[src/rtl/multicycle_control.sv]
// ---------------------------------------------------------------------------
// multicycle_control
//
// Main control unit of the multicycle RV32I core. A Moore state machine
// steps each instruction through fetch / decode / execute / memory /
// writeback. It drives the ALU operation, the operand selects and every
// datapath enable. A small ALU decoder turns the internal 2-bit ALU op into
// the 3-bit ALUControl.
//
// Ports
//   clk        : core clock, rising edge
//   reset      : asynchronous, active-high reset
//   op         : instruction[6:0]
//   funct3     : instruction[14:12]
//   funct7b5   : instruction[30]
//   Zero       : ALU zero flag, used to resolve beq
//   PCWrite    : PC load enable (PCUpdate | Branch & Zero)
//   AdrSrc     : memory address select (0 PC, 1 ALUOut)
//   MemWrite   : data memory write enable
//   IRWrite    : instruction register load enable
//   RegWrite   : register file write enable
//   ResultSrc  : 00 ALUOut, 01 Data, 10 ALUResult
//   ALUSrcA    : 00 PC, 01 OldPC, 10 rs1
//   ALUSrcB    : 00 rs2, 01 ImmExt, 10 constant 4
//   ImmSrc     : 00 I, 01 S, 10 B, 11 J
//   ALUControl : 000 add, 001 sub, 010 and, 011 or, 100 sra,
//                101 slt, 110 xor, 111 sll
//   Illegal    : sticky illegal-opcode flag
//
// Build option
//   MULTICYCLE_CONTROL_TRAP_EN : when defined, an unknown opcode halts the
//   core in TRAP and raises Illegal until reset. When undefined, an unknown
//   opcode runs as a nop and Illegal is tied low.
// ---------------------------------------------------------------------------
module multicycle_control (
  input  logic       clk,
  input  logic       reset,
  input  logic [6:0] op,
  input  logic [2:0] funct3,
  input  logic       funct7b5,
  input  logic       Zero,
  output logic       PCWrite,
  output logic       AdrSrc,
  output logic       MemWrite,
  output logic       IRWrite,
  output logic       RegWrite,
  output logic [1:0] ResultSrc,
  output logic [1:0] ALUSrcA,
  output logic [1:0] ALUSrcB,
  output logic [1:0] ImmSrc,
  output logic [2:0] ALUControl,
  output logic       Illegal
);

  typedef enum logic [3:0] {
    FETCH,
    DECODE,
    MEMADR,
    MEMREAD,
    MEMWB,
    MEMWRITE,
    EXECUTER,
    EXECUTEI,
    ALUWB,
    BEQ,
    JAL,
    TRAP
  } state_t;

  localparam logic [6:0] OP_LW   = 7'b0000011;
  localparam logic [6:0] OP_SW   = 7'b0100011;
  localparam logic [6:0] OP_R    = 7'b0110011;
  localparam logic [6:0] OP_I    = 7'b0010011;
  localparam logic [6:0] OP_BEQ  = 7'b1100011;
  localparam logic [6:0] OP_JAL  = 7'b1101111;

  state_t     state;
  state_t     nextstate;
  logic [1:0] aluop;
  logic       pcupdate;
  logic       branch;
  logic       irwrite_s;
  logic       regwrite_s;
  logic       memwrite_s;

  // State register; reset drops any instruction in flight back to FETCH.
  always_ff @(posedge clk or posedge reset) begin
    if (reset) state <= FETCH;
    else       state <= nextstate;
  end

  // Next-state logic and Moore outputs. Everything defaults to the idle
  // value so each state only lists what it asserts.
  always_comb begin
    nextstate  = state;
    irwrite_s  = 1'b0;
    regwrite_s = 1'b0;
    memwrite_s = 1'b0;
    pcupdate   = 1'b0;
    branch     = 1'b0;
    AdrSrc     = 1'b0;
    ResultSrc  = 2'b00;
    ALUSrcA    = 2'b00;
    ALUSrcB    = 2'b00;
    aluop      = 2'b00;
    case (state)
      FETCH: begin
        irwrite_s = 1'b1;
        pcupdate  = 1'b1;
        ALUSrcB   = 2'b10;
        ResultSrc = 2'b10;
        nextstate = DECODE;
      end
      DECODE: begin
        ALUSrcA = 2'b01;
        ALUSrcB = 2'b01;
        case (op)
          OP_LW, OP_SW: nextstate = MEMADR;
          OP_R:         nextstate = EXECUTER;
          OP_I:         nextstate = EXECUTEI;
          OP_BEQ:       nextstate = BEQ;
          OP_JAL:       nextstate = JAL;
`ifdef MULTICYCLE_CONTROL_TRAP_EN
          default:      nextstate = TRAP;
`else
          default:      nextstate = FETCH;
`endif
        endcase
      end
      MEMADR: begin
        ALUSrcA   = 2'b10;
        ALUSrcB   = 2'b01;
        nextstate = (op == OP_LW) ? MEMREAD : MEMWRITE;
      end
      MEMREAD: begin
        AdrSrc    = 1'b1;
        nextstate = MEMWB;
      end
      MEMWB: begin
        ResultSrc  = 2'b01;
        regwrite_s = 1'b1;
        nextstate  = FETCH;
      end
      MEMWRITE: begin
        AdrSrc     = 1'b1;
        memwrite_s = 1'b1;
        nextstate  = FETCH;
      end
      EXECUTER: begin
        ALUSrcA   = 2'b10;
        ALUSrcB   = 2'b00;
        aluop     = 2'b10;
        nextstate = ALUWB;
      end
      EXECUTEI: begin
        ALUSrcA   = 2'b10;
        ALUSrcB   = 2'b01;
        aluop     = 2'b10;
        nextstate = ALUWB;
      end
      ALUWB: begin
        regwrite_s = 1'b1;
        nextstate  = FETCH;
      end
      BEQ: begin
        ALUSrcA   = 2'b10;
        ALUSrcB   = 2'b00;
        aluop     = 2'b01;
        branch    = 1'b1;
        nextstate = FETCH;
      end
      JAL: begin
        ALUSrcA   = 2'b01;
        ALUSrcB   = 2'b10;
        pcupdate  = 1'b1;
        nextstate = FETCH;
      end
      TRAP: begin
        nextstate = TRAP;
      end
      default: begin
        nextstate = FETCH;
      end
    endcase
  end

  // ALU decoder. Subtract only applies to R-type (op[5] set) with
  // funct7b5; addi with a stray bit 30 must still add. srl and sra share
  // the same ALU code.
  always_comb begin
    ALUControl = 3'b000;
    case (aluop)
      2'b00: ALUControl = 3'b000;
      2'b01: ALUControl = 3'b001;
      2'b10: begin
        case (funct3)
          3'b000:  ALUControl = (op[5] & funct7b5) ? 3'b001 : 3'b000;
          3'b001:  ALUControl = 3'b111;
          3'b010:  ALUControl = 3'b101;
          3'b011:  ALUControl = 3'b101;
          3'b100:  ALUControl = 3'b110;
          3'b101:  ALUControl = 3'b100;
          3'b110:  ALUControl = 3'b011;
          default: ALUControl = 3'b010;
        endcase
      end
      default: ALUControl = 3'b000;
    endcase
  end

  // Immediate format depends only on the opcode.
  always_comb begin
    ImmSrc = 2'b00;
    case (op)
      OP_SW:   ImmSrc = 2'b01;
      OP_BEQ:  ImmSrc = 2'b10;
      OP_JAL:  ImmSrc = 2'b11;
      default: ImmSrc = 2'b00;
    endcase
  end

  // Enables are gated by reset so nothing writes while reset is held, even
  // though the state register already sits in FETCH.
  assign PCWrite  = (pcupdate | (branch & Zero)) & ~reset;
  assign IRWrite  = irwrite_s  & ~reset;
  assign RegWrite = regwrite_s & ~reset;
  assign MemWrite = memwrite_s & ~reset;

`ifdef MULTICYCLE_CONTROL_TRAP_EN
  logic illegal_q;

  // Sticky flag raised on the DECODE->TRAP transition, cleared only by reset.
  always_ff @(posedge clk or posedge reset) begin
    if (reset)                                      illegal_q <= 1'b0;
    else if (state == DECODE && nextstate == TRAP)  illegal_q <= 1'b1;
  end

  assign Illegal = illegal_q;
`else
  assign Illegal = 1'b0;
`endif

endmodule

[config.mk]
export PLATFORM = sky130hd
export DESIGN_NAME = multicycle_control
export DESIGN_NICKNAME = d
export VERILOG_FILES = /design/src/rtl/multicycle_control.sv
export SDC_FILE = /design/constraint.sdc
export NUM_CORES = 1
export LEC_CHECK = 0
export ABC_AREA = 0
export BUFFER_PORTS_ARGS = -buffer_cell sky130_fd_sc_hd__buf_2
export CAP_MARGIN = 20
export CORE_MARGIN = 8
export CORE_UTILIZATION = 44
export DETAILED_ROUTE_END_ITERATION = 7
export PLACE_DENSITY = 0.83
export REMOVE_ABC_BUFFERS = 1
export SYNTH_ARGS = -nofsm -noshare
export SYNTH_HDL_FRONTEND = slang
export SYNTH_SLANG_ARGS = --single-unit
[constraint.sdc]
create_clock -name clk -period 1.97 [get_ports clk]
set_input_delay 0.394 -clock clk [delete_from_list [all_inputs] [get_ports clk]]
set_output_delay 0.394 -clock clk [all_outputs]
set_load 0.01 [all_outputs]
==> Yosys cells after proc, flatten, opt, wreduce, memory -nomap -nowiden <==
Index checks and enable logic that the tools add are counted.
W data, S select, Z words.
{ "classes": {"n_mul": 0, "magnitude_cmp": 0, "n_reduce_logical": 11, "add_sub_neg": 0, "div": 0, "n_eq_ne": 25, "muxes": 17, "n_bitwise": 8, "n_shift": 0} }
{ "ops": {"columns": ["cell", "n"], "rows": [
  ["$pmux W4 S6", 1],
  ["$pmux W4 S5", 1],
  ["$pmux W3 S6", 1],
  ["$eq A4 B3 Y1 const B", 4],
  ["$eq A4 B4 Y1 const B", 4],
  ["$pmux W2 S2", 4],
  ["$eq A7 B6 Y1 const B", 2],
  ["$eq A7 B7 Y1 const B", 2],
  ["$reduce_or A2 Y1", 7],
  ["$eq A3 B3 Y1 const B", 3],
  ["$eq A4 B2 Y1 const B", 2],
  ["$eq A7 B2 Y1 const B", 1],
  ["$eq A7 B5 Y1 const B", 1],
  ["$mux W1", 7],
  ["$and A1 B1 Y1", 6],
  ["$eq A3 B2 Y1 const B", 2],
  ["$pmux W2 S3", 1],
  ["$pmux W3 S2", 1],
  ["$eq A4 B1 Y1 const B", 1],
  ["$logic_not A4 Y1", 1],
  ["$reduce_or A4 Y1", 1],
  ["$eq A3 B1 Y1 const B", 1],
  ["$logic_not A3 Y1", 1],
  ["$mux W3", 1],
  ["5 further kinds", 5]
]} }
{ "totals": {"mem_count": 0, "output_inout_bits": 17, "mem_bits_rw": 0, "in_bits": 14, "romBits": 0, "latchBits": 0, "register_bits": 4} }

==> Logic depth before layout (Yosys ltp) <==
Gate-level depths: netlist of the first run.
{ "logic_depth": {"ltp_word": 5, "mapped_depth": 7} }

==> Least setup slack after synthesis of the first run <==
No wires, ideal clock.
{ "synth_timing": {"path_type": "register -> output", "startpoint": "register state[1]", "endpoint": "output port ALUControl[2]", "path_buffers": 1, "slack_ps": 57, "t_arrival_ps": 1519, "stages_incl_launch_ff": 8, "path_cell_list": "dfrtp_1 -> buf_6 -> nor2b_4 -> nand3b_2 -> inv_2 -> ha_1 -> nand2b_1 -> a211oi_1"} }
{ "synth_between": {"elab_chain_len": 5, "elab_cells_between_ends": 8} }
{ "synth_lines": {"columns": ["element", "line_no", "source"], "rows": [
  ["start, declared", "77", "state_t state;"],
  ["start signal, assigned", "89", "else state <= nextstate;"],
  ["$eq A4 B3 Y1", "106", "case (state)"],
  ["$reduce_or A2 Y1 (no line)", null, null],
  ["$pmux W2 S2 (*)", "106", null],
  ["$eq A2 B2 Y1 or $eq A2 B1 Y1 (tied branches)", "192", "case (aluop)"],
  ["$pmux W3 S2 (*)", "192", null],
  ["end, declared", "51", "output logic [2:0] ALUControl,"]
]} }
Mark *: on every way between the ends. The rest lies on a longest branch, timed or not.

==> Worst setup path in the final report of the first run <==
{ "layout_timing": {"startpoint": "register state[3]", "endpoint": "output port ALUControl[2]"} }
The elaborated chain is that of the path after synthesis.

==> out/metrics.sh, run 1 <==
RUN_STATUS='finished, violations left'
FAILED_CHECKS='setup timing'
FINALHOLDWORSTSLACK_NS=0.08280
SYN-MEAN-INSTANCE-AREA_UM2=8.069
SYNTH_AREA_UM2=629.4
DRIVE_GT1_SHARE_PCT=55.08
FIRST_GLOBAL_VIAS=708
PROPORTION_OF_POWER_DRAWN_BY_FLIP_FLOPS_AND_LATCHES_PCT=17.4
SYNTH.AREA.MUX_SHARE_PCT=0
NUM_ANTENNA_CELLS=0
COREAREA_UM2=1318
CRITPATHKIND='flop to output port'
INTERNAL_POWER_uW=332.8
SYNTH_ENABLE_FLOP_CELLS=0
MAX_FREQ_MHz=500.9
NUM_VIAS=750
MAX-VDD-IR-DROP_uV=365.3
NETSWITCHINGPOWER_uW=245.6
GLOBAL_ROUTE.OVERFLOW_TOTAL=0
FINAL_NETS=136
PART_OF_THE_TOTAL_POWER_DISSIPATED_IN_COMBINATIONAL_LOGIC_PCT=64.9
GRT_START_MAX_NET_PINS=16
HTREE_NUM_LEVELS=1
CRIT_PATH_START_KIND='flop'
POWER.STATIC_LEAKAGE_nW=0.4952
CTS_INSERTED_BUFFERS=3
MAX_CAP_VIOLATIONS=0
COMBINATIONAL_FAMILY_WITH_THE_MOST_AREA_AFTER_SYNTHESIS='simple AND/OR/NAND/NOR gates'
DIE_WIDTH_UM=53.82
DRT.ANTENNA.VIOLATING_NETS=0
DIE_Y_UM=53.82
CTSROOTBUFFERMASTER='sky130_fd_sc_hd__clkbuf_4'
CRITICAL_PATH_ARRIVAL_NS=1.60
DP_HPWL_UM=1409
SHARE_CLK_OF_TOTAL_POWER_PCT=17.7
WORST_PATH_MAX_STAGE_DELAY_NS=0.37
FINAL.SETUP.TNS_NS=-0.02621
SYNTH-SEQ-AREA-SHARE_PCT=15.90
POSTLAYOUTCOREUTIL_PCT=70.75
PLACE.GP.CONGESTION=0.7503
CRITICAL_PATH.N_BUFFERS_INVERTERS=2
AREA_GROWTH_PCT=48.11
CRITPATHSLOWESTCELL='sky130_fd_sc_hd__dfrtp_1'
SYN_INST=78
SYNTHSIMPLEGATEAREAFRAC_PCT=35.98
FLIP_FLOP_COUNT_OF_THE_LARGEST_REGISTER_AFTER_LAYOUT=4
CLK_LATENCY_NS=0.24
SYNTH-ADDER-AREA-SHARE_PCT=3.976
FP-ROW-COUNT=13
CELL_VARIETY_AFTER_SYNTH=43
RRSETUPSLACK_NS=0.66
DP_SLACK_NS=0.07132
CP_MAX_FO=2
CRITICAL-PATH-TOP-DELAY-FAMILY='flip-flops'
RSZ_0062_RAISED_AFTER_GLOBAL_ROUTING='true'
HOLD_PATH_CLASS='primary input to async pin'
DIEAREA_UM2=2897
DRT_PRE_ANTENNA_ITERS=4
FINAL_MAX_SLEW_VIOL_COUNT=0
TIMING_HOLD_VIOLATIONS_FINAL=0
SWSHARE_PCT=42.46
POST_DRT_VIA_CELL_RATIO=5.639
START_UTIL_PCT=47.77
MAX-CLOCK-PATH-BUFFERS=2
SYNTH-XOR-AREA-SHARE_PCT=5.567
FINAL_MIN_PERIOD_OVER_CLOCK_PERIOD_PCT=101.3
DOMINANTREGCELLSYNTH='sky130_fd_sc_hd__dfrtp_1'
FINAL.SETUP_SKEW_NS=0.004929
GROUTE.USAGE.OVERALL_PCT=12.58
POST-ROUTE-MIN-PERIOD_NS=1.996
CTS_TREE='done'
FIN_WS_NS=-0.02621
CTS.SINKS=4
POSTSYNTHREGISTERBITS=4
GRT_PASS1_WL_UM=2808
ANTENNA_FOUND_INITIAL=0
DESIGN_POWER_TOTAL_uW=578.5
CRITICAL_PATH_REQUIRED_NS=1.58
CTS-HOLD-FIX-BUFFERS=0
SYNTH_COMPOUND_GATE_AREA_SHARE_PCT=24.06
TOP_REGISTER_BY_NUMBER_OF_FLIP_FLOPS='state'
SETUP_VIOL=1
DRT-INITIAL-DRC-COUNT=12
PORT-BUFFER-COUNT=29
CLKTRANSATPATHREGS_NS=0.04
CP_CELL_SEQUENCE='nand3b_1, buf_6, ha_4, nand2b_4, a211oi_2, buf_2'
IO-PIN-COUNT=31
ROUTE.FINAL.WIRE_LENGTH_UM=1942
YOSYSWARNINGS=0
ROUTE.DETAILED.WL_PER_INST_UM=14.60
LAYOUT_TOP_REGISTERS='state: 4 flops'
POWERDENSITY_nW_PER_UM2=620.6
CP-END-KIND='output port'
FRACTION_OF_REGISTERS_WITH_ASYNC_SET_RESET_PCT=100.0
DRT_DRC_VIOLATIONS_LEFT=0
-- power groups by stage --
stage	clock [mW]	sequential [mW]	combinational [mW]
2_1_floorplan	0	0.126	0.171
3_3_place_gp	0	0.102	0.332
3_5_place_dp	0	0.102	0.342
4_1_cts	0.104	0.101	0.356
5_1_grt	0.111	0.101	0.407
6_report	0.102	0.101	0.375
-- stage by stage --
stage,std cells,instance area [um2]
floorplan,72,575.6
CTS,127,868.3
detailed placement,121,777.0
global placement,121,777.0
finish,133,932.1
global route,133,932.1
-- cell usage after synthesis, drive strengths merged, types with 2 or more instances --
cell type | number | share of area [%]
nor2 | 3 | 1.8
nor4 | 3 | 3.0
nor3 | 6 | 4.8
and4 | 2 | 3.4
inv | 9 | 5.4
nand3b | 2 | 3.0
o21ai | 3 | 2.4
nand2 | 2 | 1.2
dfrtp | 4 | 16
nand2b | 3 | 3.0
buf | 6 | 8.5
xnor2 | 3 | 4.2
nor3b | 3 | 3.6
ha | 2 | 4.0
a21oi | 4 | 3.2
-- final timing paths --
kind | startpoint | to | depth (start not counted)
setup / recovery | state[3] | ALUControl[2] | 6
hold / removal | reset | state[3] | 2
setup reg to reg | state[3] | state[3] | 6
hold reg to reg | state[2] | state[0] | 2
max in group asynchronous | reset | state[2] | 2
min in group clk | op[4] | state[2] | 2
-- worst register-to-register path: cells and delay by family, from the launching register on --
kind,cells,cell delay [ns]
flip-flops,1,0.37
buffers and inverters,3,0.41
AND/OR/NAND/NOR,2,0.21
AO/OA/AOI/OAI,1,0.21
-- final cells by class --
| type | instances | area (um2) |
|---|---|---|
| multi-input combinational | 59 | 495.5 |
| clock buffer | 3 | 22.52 |
| tap | 15 | 18.77 |
| fill | 97 | 385.4 |
| sequential | 4 | 100.1 |
| inverter | 9 | 33.78 |
| timing repair buffer | 43 | 261.5 |
-- metal layers --
layer / share of wire (%) / vias to the layer above / global-route usage, %
met5: 0 / - / 0
met4: 0.98 / 0 / 5.882
met3: 8.1 / 2 / 2.755
met2: 52 / 27 / 23.55
met1: 39 / 358 / 12.81
li1: - / 363 / -
-- layout by cell type, fill, tap and decap left out, types with 2 or more instances in the layout --
master and instances:
sky130_fd_sc_hd__nand2_1 2, sky130_fd_sc_hd__buf_2 29, sky130_fd_sc_hd__clkbuf_4 3, sky130_fd_sc_hd__a21oi_1 4, sky130_fd_sc_hd__nor4_1 2, sky130_fd_sc_hd__o21ai_0 3
sky130_fd_sc_hd__nand2b_1 2, sky130_fd_sc_hd__buf_4 12, sky130_fd_sc_hd__inv_2 2, sky130_fd_sc_hd__nor3_1 5, sky130_fd_sc_hd__dfrtp_1 4, sky130_fd_sc_hd__nor3b_1 3
sky130_fd_sc_hd__nor2_1 3, sky130_fd_sc_hd__xnor2_1 3, sky130_fd_sc_hd__inv_1 7
-- kinds of logic (layout without fill, tap and decap cells) --
logic type / after synthesis / after routing
and+or+nand+nor: 33 / 33
AOI/OAI and AO/OA: 19 / 19
buffers and inverters: 15 / 55
xor gates and xnor gates: 4 / 4
DFF: 4 / 4
adders and majority gates: 2 / 2
other: 1 / 1
-- repair_timing --
item / CTS / global route
endpoints found under the hold margin: 0 / 0
pin swaps: 3 / 3
buffers inserted: 3 / 6
gates resized for setup: 7 / 7
endpoints found under the setup margin: 2 / 5
(Power assumes the default switching activity.)
==> run 2: changes to the inputs <==
BUFFER_PORTS_ARGS = not set   (was -buffer_cell sky130_fd_sc_hd__buf_2)
CORE_AREA = 8 8 45 47   (was not set)
CORE_MARGIN = not set   (was 8)
CORE_UTILIZATION = not set   (was 44)
DIE_AREA = 0 0 53 55   (was not set)
DONT_BUFFER_PORTS = 1   (was not set)
GPL_TIMING_DRIVEN = 0   (was not set)
PLACE_DENSITY = 0.68   (was 0.83)
==> run 2 against run 1 <==
  * Worst hold slack improved by 0.26 ns
  * Worst setup slack better by 0.0012 ns
  * Utilization shrank 14 points
  * Highest routed layer unchanged
  * Die area is 0.64% higher
  * Non-clock buffer count fell by 32
  * The run still ends with setup timing left
  * Clock power is essentially flat
==> out/metrics.sh, run 2 (same netlist as run 1, synthesis figures left out) <==
RUN_STATUS='finished, violations left'
FAILED_CHECKS='setup timing'
POST_DRT_VIA_CELL_RATIO=6.137  # +8.8%
FINAL_NETS=104  # -24%
MIN_FROM='op[4]'
CLKTRANSATPATHREGS_NS=0.04  # about the same
TOPMOST_LAYER_WITH_ROUTED_SIGNAL_WIRES='met4'
GRT_PASS1_WL_UM=2642  # -5.9%
DESIGN_AREA_UM2=782.0  # -16%
MAX-VDD-IR-DROP_uV=541.0  # +48%
CTS.SINKS=4  # unchanged
MIN_DELAY_PATH_DEPTH=1
PORT-BUFFER-COUNT=0  # -100%
HTREE_NUM_LEVELS=1  # unchanged
FIRST_GLOBAL_VIAS=603  # -15%
CRITICAL_PATH_ARRIVAL_NS=1.60  # about the same
DRT_PRE_ANTENNA_ITERS=4  # unchanged
CRIT_PATH_START_KIND='flop'
CLK_LATENCY_NS=0.24  # about the same
NETSWITCHINGPOWER_uW=218.2  # -11%
DP_SLACK_NS=-0.2638  # -0.3351 ns
FLIP_FLOP_COUNT_OF_THE_LARGEST_REGISTER_AFTER_LAYOUT=4  # unchanged
DRT_DRC_VIOLATIONS_LEFT=0  # unchanged
WORST_MIN_DELAY_PATH_ENDPOINT='state[2]'
POWERDENSITY_nW_PER_UM2=637.8  # +2.8%
LENGTH_IN_CELLS_OF_THE_WORST_REG_TO_REG_PATH=4  # -2
CTS_INSERTED_BUFFERS=3  # unchanged
LAYOUT_TOP_REGISTERS='state: 4 flops'
DETAIL_ROUTE_MET3_WL_UM=227  # +45%
GROUTE.USAGE.OVERALL_PCT=12.23  # -0.35 points
AREA_GROWTH_PCT=24.25
DRIVE_GT1_SHARE_PCT=43.02  # -12 points
SETUP_VIOL=1  # unchanged
CRITPATHSLOWESTCELL='sky130_fd_sc_hd__dfrtp_2'
GRT_START_MAX_NET_PINS=13  # -3
SWSHARE_PCT=43.75  # +1.3 points
MOST-COMMON-LAYOUT-CELLS='sky130_fd_sc_hd__buf_4 (10), sky130_fd_sc_hd__inv_1 (8), sky130_fd_sc_hd__nor3_1 (5)'
FINAL_MAX_SLEW_VIOL_COUNT=0  # unchanged
FINAL.SETUP_SKEW_NS=0.006782  # +0.001853 ns
CRITICAL_PATH_REQUIRED_NS=1.58  # about the same
RRSETUPSLACK_NS=0.62  # -0.04 ns
MAXSLEWHEADROOM_PCT=65.82
SHARE_CLK_OF_TOTAL_POWER_PCT=20.7  # +3.0 points
MAX_CAP_VIOLATIONS=0  # unchanged
FIN_WS_NS=-0.02506  # +0.001153 ns
ANTENNA_FOUND_INITIAL=0  # unchanged
TIGHTESTPINTRANSITION_NS=0.5081
MAX_FREQ_MHz=501.2  # about the same
INTERNAL_POWER_uW=280.5  # -16%
CP-END-KIND='output port'
POWER.STATIC_LEAKAGE_nW=0.3376  # -32%
PLACE.GP.CONGESTION=0.7451  # -0.69%
RSZ_0062_RAISED_AFTER_GLOBAL_ROUTING='true'
CP_MAX_FO=4  # +2
MAX-CLOCK-PATH-BUFFERS=2  # unchanged
ROUTE.FINAL.WIRE_LENGTH_UM=1694  # -13%
DP_HPWL_UM=1166  # -17%
PART_OF_THE_TOTAL_POWER_DISSIPATED_IN_COMBINATIONAL_LOGIC_PCT=58.1  # -6.8 points
FILLCELLCOUNT=129  # +33%
MOST_COMMON_CELL_AFTER_LAYOUT_FILL_AND_TAPS_ASIDE='sky130_fd_sc_hd__buf_4'
HOLD_PATH_CLASS='primary input to flop'
GLOBAL_ROUTE.OVERFLOW_TOTAL=0  # unchanged
FP-ROW-COUNT=14  # +1
START_UTIL_PCT=45.48  # -2.3 points
NUM_VIAS=626  # -17%
DETAIL_ROUTE.WIRELENGTH.MET1_UM=572  # -25%
NUM_ANTENNA_CELLS=0  # unchanged
R2R_END='state[1]'
FINAL_MIN_PERIOD_OVER_CLOCK_PERIOD_PCT=101.3  # about the same
DIE_Y_UM=55  # +2.2%
WORST_PATH_MAX_STAGE_DELAY_NS=0.44  # +0.07 ns
CRITPATHKIND='flop to output port'
ROUTE.DETAILED.WL_PER_INST_UM=16.61  # +14%
DRT.ANTENNA.VIOLATING_NETS=0  # unchanged
TOP_REGISTER_BY_NUMBER_OF_FLIP_FLOPS='state'
TIMING_HOLD_VIOLATIONS_FINAL=0  # unchanged
CTSROOTBUFFERMASTER='sky130_fd_sc_hd__clkbuf_4'
WL_MET2_UM=872  # -13%
POST-ROUTE-MIN-PERIOD_NS=1.995  # -0.001153 ns
CP_CELL_SEQUENCE='nor2b_4, nand3b_4, inv_4, ha_4, nand2b_4, a211oi_4'
DIEAREA_UM2=2915  # +0.64%
IO-PIN-COUNT=31  # unchanged
DIE_WIDTH_UM=53  # -1.5%
REG2REG_FROM='state[0]'
DRT-INITIAL-DRC-COUNT=9  # -3
PROPORTION_OF_POWER_DRAWN_BY_FLIP_FLOPS_AND_LATCHES_PCT=21.2  # +3.8 points
CTS_TREE='done'
COREAREA_UM2=1384  # +5.0%
PLACEDINSTANCEAREA_UM2=595.6  # -23%
==> run 2: changes by cell type in the layout (fill, tap and decap cells not counted), moves of 2 or more <==
cell and delta:
sky130_fd_sc_hd__buf_2 -29, sky130_fd_sc_hd__buf_4 -2, sky130_fd_sc_hd__dfrtp_1 -4, sky130_fd_sc_hd__inv_2 -2, sky130_fd_sc_hd__dfrtp_2 +4
==> run 2: area by class of cell <==
type	count	area [um2]	share of cell area, %
Tap cell	16	20.02	2.560
Multi-Input combinational cell	59	513.0	65.60
Timing Repair Buffer	11	85.08	10.88
Inverter	9	36.28	4.640
Sequential cell	4	105.1	13.44
Clock buffer	3	22.52	2.880
==> run 2: per-stage QoR <==
step	std cells	hold WS (ns)	power (mW)	util (%)	TNS, ns
3_3_place_gp	88	0.1843	0.3324	43.04	-0.3331
3_5_place_dp	88	0.1838	0.3335	43.04	-0.3710
6_report	102	0.3469	0.4988	56.51	-0.02506
4_1_cts	100	0.3417	0.4850	52.35	-0.03959
5_1_grt	102	0.3562	0.5334	56.51	-0.09904
2_1_floorplan	72	0.1685	0.2963	-	-0.06223
==> run 2: what timing repair did <==
action,CTS,global route
setup buffers,8,2
hold buffers,1,0
gates resized for setup,9,8
pin swaps,2,2
endpoints found under the setup margin,5,6
endpoints found under the hold margin,4,0
==> run 2: routing by layer <==
metal | vias to the layer above | global-route usage (%)
met4 | 0 | 9.052
met1 | 295 | 12.73
met3 | 2 | 4.011
li1 | 298 | -
met5 | - | 0
met2 | 31 | 20.31
==> run 2: worst max-delay path by stage <==
stage	from	cells past startpoint	to	slack, ns
3_5_place_dp	state[0]	6	ALUControl[2]	-0.26
5_1_grt	state[1]	6	ALUControl[2]	-0.07
3_3_place_gp	state[1]	4	ALUControl[2]	-0.25
6_report	state[1]	6	ALUControl[2]	-0.03
4_1_cts	state[1]	6	ALUControl[2]	-0.03
2_1_floorplan	state[1]	6	ALUControl[2]	-0.06
==> run 2: power groups by stage <==
| stage | registers (mW) | logic, mW | clock network [mW] |
|---|---|---|---|
| floorplan | 0.126 | 0.171 | 0 |
| global placement | 0.137 | 0.196 | 0 |
| detailed placement | 0.138 | 0.196 | 0 |
| CTS | 0.105 | 0.276 | 0.104 |
| global route | 0.107 | 0.319 | 0.107 |
| finish | 0.106 | 0.290 | 0.103 |
==> run 2: worst max-delay path, delay by kind of cell (launching register included) <==
| family | cells | cell delay (ns) |
|---|---|---|
| simple gates | 3 | 0.42 |
| buf+inv | 1 | 0.07 |
| fa+ha+maj | 1 | 0.19 |
| flops | 1 | 0.44 |
| compound gates | 1 | 0.25 |
